==> src/rtl/branch_resolve_predict.sv <==
// branch_resolve_predict: EX-stage branch resolution with a direct-mapped 2-bit predictor read by Fetch.
// Ports: clk/reset (sync, active-high);
//   Fetch read:  PCF -> PredTakenF, PredPCF (combinational)
//   EX resolve:  ValidE, BranchE, JumpE, funct3E, ZeroE, ALUResultE, PCE, PCPlus4E, PCTargetE, PredPCE
//                -> TakenE, MispredictE, RedirectPCE (combinational)
//   Statistics:  BranchCount, MispredictCount (saturating)
module branch_resolve_predict #(
    parameter int WIDTH      = 32,
    parameter int INDEX_BITS = 6
) (
    input  logic             clk,
    input  logic             reset,
    input  logic [WIDTH-1:0] PCF,
    output logic             PredTakenF,
    output logic [WIDTH-1:0] PredPCF,
    input  logic             ValidE,
    input  logic             BranchE,
    input  logic             JumpE,
    input  logic [2:0]       funct3E,
    input  logic             ZeroE,
    input  logic [WIDTH-1:0] ALUResultE,
    input  logic [WIDTH-1:0] PCE,
    input  logic [WIDTH-1:0] PCPlus4E,
    input  logic [WIDTH-1:0] PCTargetE,
    input  logic [WIDTH-1:0] PredPCE,
    output logic             TakenE,
    output logic             MispredictE,
    output logic [WIDTH-1:0] RedirectPCE,
    output logic [31:0]      BranchCount,
    output logic [31:0]      MispredictCount
);
    localparam int N = 1 << INDEX_BITS;
    logic             r_valid  [N];
    logic [1:0]       r_ctr    [N];
    logic [WIDTH-1:0] r_target [N];
    logic [31:0]      r_branch_cnt;
    logic [31:0]      r_mis_cnt;
    logic [INDEX_BITS-1:0] w_fidx;
    logic [INDEX_BITS-1:0] w_eidx;
    logic             w_cond;
    logic             w_live;
    logic [1:0]       w_ctr;
    logic [1:0]       w_ctr_next;
    logic [WIDTH-1:0] w_actual;
    logic             w_unused;
    assign w_fidx = PCF[INDEX_BITS+1:2];
    assign w_eidx = PCE[INDEX_BITS+1:2];
    assign PredTakenF = r_valid[w_fidx] & r_ctr[w_fidx][1];
    assign PredPCF = PredTakenF ? r_target[w_fidx] : PCF + WIDTH'(4);
    // funct3[0] inverts the base condition; funct3[2] selects the ALU less-than bit over Zero;
    // 010/011 are not branch encodings and resolve not-taken.
    assign w_cond = funct3E[2] ? (ALUResultE[0] ^ funct3E[0]) : (~funct3E[1] & (ZeroE ^ funct3E[0]));
    assign TakenE = BranchE & w_cond;
    assign w_actual = TakenE ? PCTargetE : PCPlus4E;
    assign RedirectPCE = w_actual;
    assign w_live = ValidE & ~JumpE;
    assign MispredictE = w_live & ~reset & (w_actual != PredPCE);
    assign w_ctr = r_ctr[w_eidx];
    assign w_ctr_next = TakenE ? (&w_ctr ? w_ctr : w_ctr + 2'd1) : (|w_ctr ? w_ctr - 2'd1 : w_ctr);
    assign BranchCount = r_branch_cnt;
    assign MispredictCount = r_mis_cnt;
    assign w_unused = ^{PCF[WIDTH-1:INDEX_BITS+2], PCF[1:0], PCE[WIDTH-1:INDEX_BITS+2], PCE[1:0], ALUResultE[WIDTH-1:1]};
    always_ff @(posedge clk) begin
        if (reset) begin
            for (int i = 0; i < N; i++) begin
                r_valid[i]  <= 1'b0;
                r_ctr[i]    <= 2'b01;
                r_target[i] <= '0;
            end
            r_branch_cnt <= '0;
            r_mis_cnt    <= '0;
        end else begin
            if (w_live & BranchE) begin
                r_valid[w_eidx]  <= 1'b1;
                r_ctr[w_eidx]    <= w_ctr_next;
                r_target[w_eidx] <= PCTargetE;
            end else if (MispredictE) begin
                // a non-branch hit a taken entry of an aliasing branch: drop the entry
                r_valid[w_eidx] <= 1'b0;
            end
            if (w_live & BranchE & ~&r_branch_cnt) r_branch_cnt <= r_branch_cnt + 32'd1;
            if (MispredictE & ~&r_mis_cnt) r_mis_cnt <= r_mis_cnt + 32'd1;
        end
    end
endmodule

==> config.mk <==
export PLATFORM = sky130hd
export DESIGN_NAME = branch_resolve_predict
export DESIGN_NICKNAME = d
export VERILOG_FILES = /design/src/rtl/branch_resolve_predict.sv
export SDC_FILE = /design/constraint.sdc
export NUM_CORES = 2
export LEC_CHECK = 0
export CAP_MARGIN = 25
export CORE_ASPECT_RATIO = 2
export CORE_MARGIN = 5
export CORE_UTILIZATION = 30
export DETAILED_ROUTE_END_ITERATION = 7
export MAX_ROUTING_LAYER = met4
export PLACE_DENSITY = 0.52
export SYNTH_ARGS = -nofsm -noshare
export SYNTH_HDL_FRONTEND = slang
export SYNTH_SLANG_ARGS = --single-unit
==> constraint.sdc <==
create_clock -name clk -period 8.4 [get_ports clk]
set_input_delay 0.84 -clock clk [delete_from_list [all_inputs] [get_ports clk]]
set_output_delay 0.84 -clock clk [all_outputs]
set_load 0.1 [all_outputs]
==> key figures <==
Status
  • Status: finished clean

Clock tree
  • Clock transition at path regs: 60 ps
  • Htree depth: 4
  • Clock Path Buffers: 4
  • CTS tree: yes
  • # clock sinks: 2,304
  • CTS resizes: 0
  • Root Driver: clkbuf_16
  • Clock Latency Late Sink: 920 ps
  • Hold_buf cts: 0
  • CTS buffer count: 217
  • # Post-CTS Setup Buffers: 0

Final layout
  • Fillers: 34,200
  • Core Util, Final: 34.3%
  • Post-Layout Inst Area: 0.121 sq mm
  • Layout net count: 7,301
  • P&R area growth vs syn: 13.8%
  • Register area: 0.0685 sq mm
  • Final std cells w/o fill: 11,900
  • Area of the multi-input gates: 0.0352 sq mm
  • Share of layout cells above drive strength 1: 21.0%

Placement
  • Placement-stage cell area: 0.114 sq mm
  • RD Place Congestion: 0.929
  • Dpl hpwl: 240 mm
  • # port buffers: 274
  • Cells after DPL: 11,500

Synthesis
  • Top-area cell type share of the netlist area: 63.1%
  • Synth Area in Adders: 0.0551%
  • Post-Syn Nets: 7,297
  • Mapped Avg Cell Area: 15.0 sq um
  • Synth warnings: 0
  • Most numerous cell in the Yosys netlist: edfxtp_1
  • Synth Cell Area: 0.107 sq mm
  • Cell taking the most area after synthesis: edfxtp_1
  • Synth async-reset ratio: 0%
  • Commonest cells in the netlist: edfxtp_1 (2,240), and2_1 (1,669), mux4_2 (640), clkbuf_1 (587), nor3_1 (462)
  • Mux cell area share after synthesis: 14.2%
  • Synth Area in Compound Gates: 2.42%
  • EDFF count, synth: 2,240
  • Sequential area share after synthesis: 64.3%
  • Synth Instances: 7,093
  • Synth Flop Type: edfxtp_1
  • XOR/XNOR Fraction of Synth Area: 0.796%
  • Main combinational cell family by area after synthesis: simple AND/OR/NAND/NOR gates
  • Area contributors post-synth: edfxtp_1 (63%), mux4_2 (14%), and2_1 (9.8%)
  • #FFs+latches synth: 2,304
  • Yosys cell types: 75
  • Post-Synth Simple-Gate Area: 15.2%

GRT
  • First-pass GRT wire length: 528 mm
  • Largest net degree at the start of global routing: 123
  • Grt total ovfl: 0
  • Antenna violations before repair: 20
  • GR Util All Layers: 21.0%
  • Number of global-route vias before repair: 66,700

Floorplan
  • Ports: 332
  • Initial Utilization: 30.1%
  • Die Span Y: 853 um
  • Die width: 432 um
  • Core area: 0.354 sq mm
  • Row cnt: 309
  • Full die area: 0.368 sq mm

Detailed routing
  • Detailed Route WL: 385 mm
  • Final ANT Viol Nets: 0
  • Via density per instance: 5.35
  • DRC Markers: 0
  • Initial DRC count: 6,355
  • Router iterations before antenna repair: 6
  • Vias: 63,900
  • Wire length per cell: 32.3 um

Power and ir drop
  • Switch Pwr: 6.59 mW
  • Clock power share: 38.3%
  • Leak pwr: 39.5 nW
  • Maximum vdd drop: 0.163 mV
  • Pwr/cell area: 215 mW/mm^2
  • Comb power frac: 10.8%
  • Sw frac: 25.3%
  • Int Pwr: 19.5 mW
  • Pwr Total: 26.1 mW
  • Seq pwr share: 50.9%

Timing
  • Worst-Margin Slew: 1150 ps
  • Worst slew margin: 23.0%
  • Period Utilization, post-route: 76.5%
  • Skew final: 93.0 ps
  • RSZ-0062 raised after global routing: no
  • Max Clk Rate: 156 MHz
  • Fin crit period: 6430 ps
  • Setup Viol. Count Final: 0
  • Hold Violations, Final: 0
  • Setup_tns: 0 ps
  • Slew Limit Fails: 0

Critical path
  • Crit-path slowest cell: clkdlybuf4s50_1
  • CP Class: in2out
  • CP endpoint kind: primary output
  • CP startpoint kind: primary input
  • Worst R2R Path Depth: 8
  • Max FO, Critical Path: 35
  • Worst reg2reg setup slack: 4850 ps
  • CP max stage delay: 1210 ps
  • Cell mode on critical path: clkdlybuf4s50_1
  • CP Cell Sequence: clkdlybuf4s50_1, nor3b_1, a32o_2, buf_4, mux2_4, o221a_1, and4b_4, nor2_1, clkdlybuf4s50_1
  • Critical Path RT: 7560 ps
  • Delay-heaviest family, CP: buffers and inverters
  • Worst EP arrival: 5590 ps
  • Crit path buf inv count: 3
  • Stages on worst setup path: 9

Min path
  • Worst hold path depth: 2
  • Hold crit path type: in2reg

Job
  • Max_cap viols: 0
kinds of logic after synthesis:
kind of cell / Yosys count
buffers and inverters: 787
multiplexers: 709
flip-flops: 2304
AO/OA/AOI/OAI: 348
adder cells (fa/ha/maj): 5
XOR/XNOR: 97
AND/OR/NAND/NOR: 2843
final cells by class:
class,instances,share of cell area (%)
inverter,37,0.114
clock buffer,270,4.73
clock inverter,113,0.938
timing repair buffer,535,3.90
antenna,16,0.0330
sequential,2304,56.5
tap,4665,4.81
multi-input combinational,4002,29.0
power by group through the flow:
stage               clock network [mW]  registers, mW  logic [mW]
floorplan                            0           13.4        1.64
CTS                               10.2           13.3        2.85
global route                      10.6           13.3        2.89
detailed placement                   0           13.5        2.85
global placement                     0           13.5        2.83
finish                            9.98           13.3        2.82
worst register-to-register path: stages, from the launching register on:
cell	delay, ps
edfxtp_1	460
mux2_2	290
a32oi_1	180
o221ai_1	160
a221oi_1	600
o211a_1	280
maj3_2	600
buf_4	510
nand2_1	150
state kept, by name, summed over array words and instances (netlist names):
| register | count |
|---|---|
| BranchCount | 32 |
| MispredictCount | 32 |
| r_ctr | 128 |
| r_target | 2048 |
| r_valid | 64 |
per-layer routing:
metal | global-route usage [%] | vias to the layer above | part of all wire, %
met5 | - | - | 0
met4 | 13.2 | 0 | 7.7
met3 | 2.35 | 843 | 5.6
met2 | 38.0 | 2752 | 53
met1 | 21.6 | 33700 | 33
li1 | - | 26500 | -
final timing paths:
kind | end | startpoint
worst min-delay path | BranchCount[9] | reset
worst max-delay path | MispredictE | BranchE
worst min register to register | MispredictCount[5] | MispredictCount[5]
worst max register to register | r_ctr[44][0] | r_ctr[39][1]
metrics by stage:
step                      setup slack, ps  hold WS, ps
after floorplan                      2550          942
after global placement               1740          483
after detailed placement             1750          493
after CTS                            1730          459
after global routing                 1710          510
final                                1970          485
cells in the final DEF (no fill, tap or decap), drive strengths merged, types with 40 or more instances in the layout:
| cell type | netlist | routed |
|---|---|---|
| a21oi | 44 | 44 |
| a31o | 65 | 65 |
| and2 | 1669 | 1669 |
| buf | 163 | 324 |
| clkbuf | 587 | 271 |
| clkdlybuf4s50 | 0 | 210 |
| clkinv | 1 | 80 |
| dfxtp | 64 | 64 |
| edfxtp | 2240 | 2240 |
| inv | 36 | 40 |
| mux2i | 44 | 44 |
| mux4 | 640 | 640 |
| nand2 | 226 | 226 |
| nand3 | 61 | 61 |
| nor2 | 185 | 185 |
| nor3 | 462 | 462 |
| o21ai | 42 | 42 |
| or2 | 68 | 68 |
| xnor2 | 50 | 50 |
| xor2 | 47 | 47 |
No activity file was read; power rests on OpenSTA's default activity.
